### config.mk
export PLATFORM = sky130hd
export DESIGN_NAME = softmax_ctrl
export DESIGN_NICKNAME = d
export VERILOG_FILES = /design/src/rtl/softmax_ctrl.sv
export SDC_FILE = /design/constraint.sdc
export NUM_CORES = 1
export LEC_CHECK = 0
export ABC_CLOCK_PERIOD_IN_PS = 5000
export CAP_MARGIN = 20
export CORE_AREA = 2 2 433 435
export CTS_BUF_LIST = sky130_fd_sc_hd__clkbuf_16
export CTS_CLUSTER_DIAMETER = 150
export DETAILED_ROUTE_END_ITERATION = 16
export DIE_AREA = 0 0 435 437
export HOLD_SLACK_MARGIN = 0.15
export SETUP_SLACK_MARGIN = 0.15
export SLEW_MARGIN = 25
export SYNTH_ARGS = -nofsm -noshare
export SYNTH_HDL_FRONTEND = slang
export SYNTH_SLANG_ARGS = --single-unit
### constraint.sdc
create_clock -name aclk -period 5 [get_ports aclk]
set_clock_uncertainty 0.2 [all_clocks]
set_input_delay 1 -clock aclk [delete_from_list [all_inputs] [get_ports aclk]]
set_output_delay 1 -clock aclk [all_outputs]
set_load 0.02 [all_outputs]
### src/rtl/softmax_ctrl.sv
// Sequencer for one softmax pass: issues a score vector to the exp/adder tree,
// waits for the exp-sum, then streams numerator/denominator pairs to a divider.
module softmax_ctrl #(
  parameter int N_CLASS  = 65,
  parameter int DW       = 8,
  parameter int SUM_W    = 24,
  parameter int TREE_LAT = 7,
  parameter int TIMEOUT  = 15
) (
  input  logic                  aclk,
  input  logic                  rst,
  input  logic [N_CLASS*DW-1:0] in_data,
  input  logic                  in_valid,
  output logic                  in_ready,
  output logic [N_CLASS*DW-1:0] tree_data,
  output logic                  tree_in_valid,
  output logic                  tree_en,
  input  logic [SUM_W-1:0]      tree_sum,
  input  logic                  tree_out_valid,
  output logic [15:0]           div_num,
  output logic [SUM_W-1:0]      div_den,
  output logic [6:0]            div_idx,
  output logic                  div_last,
  output logic                  div_valid,
  input  logic                  div_ready,
  output logic                  done,
  output logic                  err_timeout,
  output logic                  zero_sum
);

  localparam int CW = $clog2(TIMEOUT + TREE_LAT + 1);
  localparam logic [CW-1:0] TO_LAST  = CW'(TIMEOUT - 1);
  localparam logic [CW-1:0] FL_LAST  = CW'(TREE_LAT - 1);
  localparam logic [6:0]    IDX_LAST = 7'(N_CLASS - 1);

  typedef enum logic [2:0] {
    S_IDLE, S_ISSUE, S_WAIT, S_DIV, S_FLUSH, S_DONE
  } state_t;

  state_t                  state;
  logic [CW-1:0]           cnt;
  logic [N_CLASS*DW-1:0]   vec_q;
  logic [6:0]              idx_nxt;

  // Bit-exact with the tree's exp: negative exponent saturates to full scale.
  function automatic logic [15:0] exp_num(input logic [DW-1:0] score);
    logic signed [DW-1:0] c;
    c = $signed(DW'(7) - score);
    if (c[DW-1])
      return 16'hFFFF;
    else
      return 16'h8000 >> c;
  endfunction

  function automatic logic [DW-1:0] score_at(input logic [N_CLASS*DW-1:0] v,
                                             input logic [6:0] idx);
    return v[int'(idx)*DW +: DW];
  endfunction

  assign idx_nxt   = div_idx + 7'd1;
  assign tree_data = vec_q;
  // Combinational so the controller is ready in the very first cycle after reset.
  assign in_ready  = (state == S_IDLE) && !rst;

  always_ff @(posedge aclk) begin
    if (rst) begin
      state         <= S_IDLE;
      cnt           <= '0;
      vec_q         <= '0;
      tree_in_valid <= 1'b0;
      tree_en       <= 1'b0;
      div_num       <= '0;
      div_den       <= '0;
      div_idx       <= '0;
      div_last      <= 1'b0;
      div_valid     <= 1'b0;
      done          <= 1'b0;
      err_timeout   <= 1'b0;
      zero_sum      <= 1'b0;
    end else begin
      case (state)
        S_IDLE: begin
          if (in_valid) begin
            vec_q         <= in_data;
            err_timeout   <= 1'b0;
            zero_sum      <= 1'b0;
            tree_in_valid <= 1'b1;
            tree_en       <= 1'b1;
            state         <= S_ISSUE;
          end
        end
        S_ISSUE: begin
          tree_in_valid <= 1'b0;
          cnt           <= '0;
          state         <= S_WAIT;
        end
        // WAIT: a late tree_out_valid on the timeout cycle still wins.
        S_WAIT: begin
          if (tree_out_valid) begin
            div_den <= tree_sum;
            tree_en <= 1'b0;
            if (tree_sum == '0) begin
              zero_sum <= 1'b1;
              done     <= 1'b1;
              state    <= S_DONE;
            end else begin
              div_idx   <= '0;
              div_num   <= exp_num(score_at(vec_q, 7'd0));
              div_last  <= (IDX_LAST == 7'd0);
              div_valid <= 1'b1;
              state     <= S_DIV;
            end
          end else if (cnt == TO_LAST) begin
            err_timeout <= 1'b1;
            cnt         <= '0;
            state       <= S_FLUSH;
          end else begin
            cnt <= cnt + 1'b1;
          end
        end
        S_FLUSH: begin
          if (cnt == FL_LAST) begin
            tree_en <= 1'b0;
            done    <= 1'b1;
            state   <= S_DONE;
          end else begin
            cnt <= cnt + 1'b1;
          end
        end
        S_DIV: begin
          if (div_ready) begin
            if (div_last) begin
              div_valid <= 1'b0;
              div_last  <= 1'b0;
              done      <= 1'b1;
              state     <= S_DONE;
            end else begin
              div_idx  <= idx_nxt;
              div_num  <= exp_num(score_at(vec_q, idx_nxt));
              div_last <= (idx_nxt == IDX_LAST);
            end
          end
        end
        S_DONE: begin
          done  <= 1'b0;
          state <= S_IDLE;
        end
        default: state <= S_IDLE;
      endcase
    end
  end

endmodule

==> run_results.csv <==
group,metric,value,unit
final_layout,most_common_cell_after_layout_fill_and_taps_aside,"sky130_fd_sc_hd__nand2_1",
routing,drtPass1Iterations,6,
worst_hold_path,hold_path.startpoint,"div_den[9]$_SDFFE_PP0P_",
cts,clk-insertion-delay-late,0.69,ns
logic_synthesis,netlist_top_cells_area,"sky130_fd_sc_hd__dfxtp_1 46%, sky130_fd_sc_hd__nand2_1 17%, sky130_fd_sc_hd__mux4_2 12%",
grt,total_global_route_track_usage,18.1,%
grt,maximum_number_of_pins_on_one_net_before_global_route_repair,176,
floorplan,std_cell_rows,158,
floorplan,floorplan.die.height,437,um
grt,globalRoute.totalOverflow,0,
critical_path,required,5.35,ns
final_layout,post_layout_nonfiller_instances,6661,
sta,setup_viol,0,
critical_path,cp_slowest_cell,"sky130_fd_sc_hd__mux4_2",
cts,clock_tree.root_cell,"sky130_fd_sc_hd__clkbuf_16",
place,post-dp-hpwl,147000,um
floorplan,fp.dieW,435,um
sta,grt_setup_unrepaired,"no",
critical_path,timing_worst_setup_path_type,"register to register",
logic_synthesis,number_of_flops_mapped_to_enable_cells_by_yosys,0,
cts,hold_buffers,0,
cts,cts.sink_count,582,
critical_path,r2r-start,"div_idx[1]$_SDFFE_PP0P_",
grt,grt_pass1_wl,238000,um
critical_path,reg2reg_path_depth,16,
cts,cts_tree,"done",
logic_synthesis,synthesis.area_per_instance,8.34,um2
flow_run,max-cap-violations,0,
routing,detail_route.iter0.violations,2502,
critical_path,cp_data_arrival_time,4.96,ns
final_layout,layout-drive-gt1-share,8.77,%
floorplan,design.portCount,1124,
critical_path,reg2reg_setup_slack,0.39,ns
logic_synthesis,synthesis.instances,3052,
critical_path,worstPathCellList,"ha_4 > buf_12 > buf_4 > mux4_2 > mux2i_1 > mux2i_1 > a32o_1 > nand2_1 > and3_1 > ha_1 > o2111a_1 > or3b_4 > xnor2_2 > buf_4 > o21ai_1 > o211ai_1",
sta,timing.final.crit_share,92.2,%
power,p_leak,14.4,nW
grt,initial_antenna_violation_count,54,
logic_synthesis,synth_area_leader_cell,"sky130_fd_sc_hd__dfxtp_1",
place,place_congestion,0.981,
cts,tritoncts.num_buffers,80,
place,placed_cells,6488,
logic_synthesis,synth-seq-area-share,45.8,%
sta,totalNegativeSetupSlack,0,ns
routing,wirelength_met1,71300,um
logic_synthesis,synth_flop_cell,"sky130_fd_sc_hd__dfxtp_1",
logic_synthesis,synthesis.area,25400,um2
status,outcome,"complete, no violations",
critical_path,timing.critical_path.to_type,"register",
sta,clock.fmax,217,MHz
critical_path,cpPeakStageDelay,0.51,ns
sta,final_hold_vio_count,0,
worst_hold_path,timing.hold.worst_endpoint,"div_den[9]$_SDFFE_PP0P_",
routing,route.detailed.drc,0,
routing,routed-wl-met2,83400,um
power,power_density,492,nW/um2
critical_path,worst_setup_path_start_kind,"register",
grt,vias_in_the_first_global_route,26824,
sta,timing.final.crit_period,4.61,ns
sta,worst_pin_slew,1.01,ns
floorplan,design.core.area,185000,um2
routing,via_per_instance_ratio,4.25,
final_layout,most-common-layout-cells,"1183 x sky130_fd_sc_hd__nand2_1, 1122 x sky130_fd_sc_hd__clkdlybuf4s50_1, 581 x sky130_fd_sc_hd__dfxtp_1, 572 x sky130_fd_sc_hd__a21oi_1, 136 x sky130_fd_sc_hd__mux4_2",
logic_synthesis,synth_cell_type_count,67,
power,irDropWorstVdd,264,uV
routing,routed_len_inst,27.1,um
routing,num_vias,28340,
worst_hold_path,hold_depth,2,
floorplan,effective_utilization_at_floorplan,13.7,%
cts,clock_transition_at_the_register_clock_pins_on_the_worst_setup_and_hold_paths_after_cts,0.06,ns
final_layout,nNetsFinal,4653,
place,port_buffers,1123,
floorplan,fp.dieArea,190000,um2
logic_synthesis,synth_fp_nets,3607,
critical_path,critical_path.max_fanout,19,
logic_synthesis,synth_warnings,0,
final_layout,area.growth.synth_to_final,66.1,%
routing,dr_wl_met3,19700,um
routing,routed.top_layer,"met5",
final_layout,utilization,22.8,%
critical_path,capture_point_of_the_worst_reg_to_reg_path,"div_num[7]$_SDFFE_PP0P_",
worst_hold_path,hold_path.class,"register to register",
sta,timing.final.max_slew_violations,0,
power,power.total,0.0208,W
logic_synthesis,synth.top_cell.area_share,45.8,%
cts,cts-root-to-sink-buffers,3,
logic_synthesis,async_flop_share,0,%
routing,drtAntennaViolNets,0,
sta,slew_headroom,32.9,%
routing,routed_wirelength,180000,um
logic_synthesis,ys_ff_latch,582,
cts,cts_htree_levels,3,
[cell usage after synthesis (11+ instances only)]
master                     count
sky130_fd_sc_hd__clkbuf_1    200
sky130_fd_sc_hd__and2_1       13
sky130_fd_sc_hd__o21ai_0      19
sky130_fd_sc_hd__nor2_1       43
sky130_fd_sc_hd__o21ai_1      12
sky130_fd_sc_hd__inv_1        14
sky130_fd_sc_hd__o211ai_1     12
sky130_fd_sc_hd__dfxtp_1     582
sky130_fd_sc_hd__mux4_2      136
sky130_fd_sc_hd__nor3_1       12
sky130_fd_sc_hd__and3_1       11
sky130_fd_sc_hd__nand2_1    1184
sky130_fd_sc_hd__nand3_1      33
sky130_fd_sc_hd__buf_2        19
sky130_fd_sc_hd__a21oi_1     574
sky130_fd_sc_hd__buf_4        12
sky130_fd_sc_hd__mux2i_1      19
[registers in the layout, summed over array words and instances (netlist names)]
register       flops
err_timeout        1
div_last           1
done               1
div_num           16
tree_en            1
div_idx            7
zero_sum           1
div_valid          1
tree_data        520
div_den           24
tree_in_valid      1
state              3
cnt                5
[per-stage QoR]
step                      setup slack [ns]  area [um2]  hold slack, ns
after floorplan                      0.729       25400           0.302
after global placement               0.199       39600           0.240
after detailed placement            0.0955       39600           0.247
after CTS                            0.238       42100           0.255
after global routing                0.0993       42300           0.278
final                                0.390       42300           0.251
[how the worst max path moves through the flow]
| stage | from | end | slack [ns] | cells past startpoint |
|---|---|---|---|---|
| global route | div_idx[1]$_SDFFE_PP0P_ | div_num[0]$_SDFFE_PP0P_ | 0.1 | 14 |
| CTS | div_idx[1]$_SDFFE_PP0P_ | div_num[0]$_SDFFE_PP0P_ | 0.24 | 13 |
| floorplan | div_idx[0]$_SDFFE_PP0P_ | div_num[5]$_SDFFE_PP0P_ | 0.73 | 19 |
| global placement | div_idx[1]$_SDFFE_PP0P_ | div_num[8]$_SDFFE_PP0P_ | 0.20 | 14 |
| detailed placement | div_idx[1]$_SDFFE_PP0P_ | div_num[12]$_SDFFE_PP0P_ | 0.1 | 12 |
| finish | div_idx[1]$_SDFFE_PP0P_ | div_num[7]$_SDFFE_PP0P_ | 0.39 | 16 |
[critical path, delay by kind of cell, from the launching register on]
family                   cells  cell delay, ns
AND/OR/NAND/NOR              3            0.66
adder cells (fa/ha/maj)      2            0.59
XOR/XNOR                     1            0.19
multiplexers                 3            0.85
buffers and inverters        3            0.71
flip-flops                   1            0.39
AO/OA/AOI/OAI                4            0.85
[what timing repair did]
item                                    4_1_cts  5_1_grt
pin swaps                                     0        2
endpoints found under the setup margin        9       16
setup buffers                                 0        8
gates resized for setup                       2        3
[cell families after synthesis]
group                      Yosys count  share of synthesized area (%)
muxes                              162                           13.4
adders and majority gates            6                          0.295
and+or+nand+nor                   1343                           20.9
DFF                                582                           45.8
xor gates and xnor gates            12                          0.443
AOI/OAI and AO/OA                  687                           14.6
buffers and inverters              260                           4.50
[power breakdown]
part	internal, W	total [W]	switching (W)	leakage [nW]
clock network	0.00311	0.00557	0.00247	1.27
registers	0.00557	0.00681	0.00124	4.77
logic	0.00329	0.00839	0.00510	8.40
[final cells by class]
cell class,instances,area (um2)
tap,2480,3100
clock inverter,64,435
multi-input combinational,2210,12800
timing repair buffer,1210,12200
antenna,19,47.5
clock buffer,82,2050
fill,20350,143000
inverter,14,52.6
sequential,582,11700
[per-layer routing]
layer	track usage [%]	vias to the layer above
met5	0	-
met4	6.20	4
met3	7.49	259
met2	29.0	1356
met1	21.8	14166
li1	-	12555
Power figures use the tool's default switching activity.
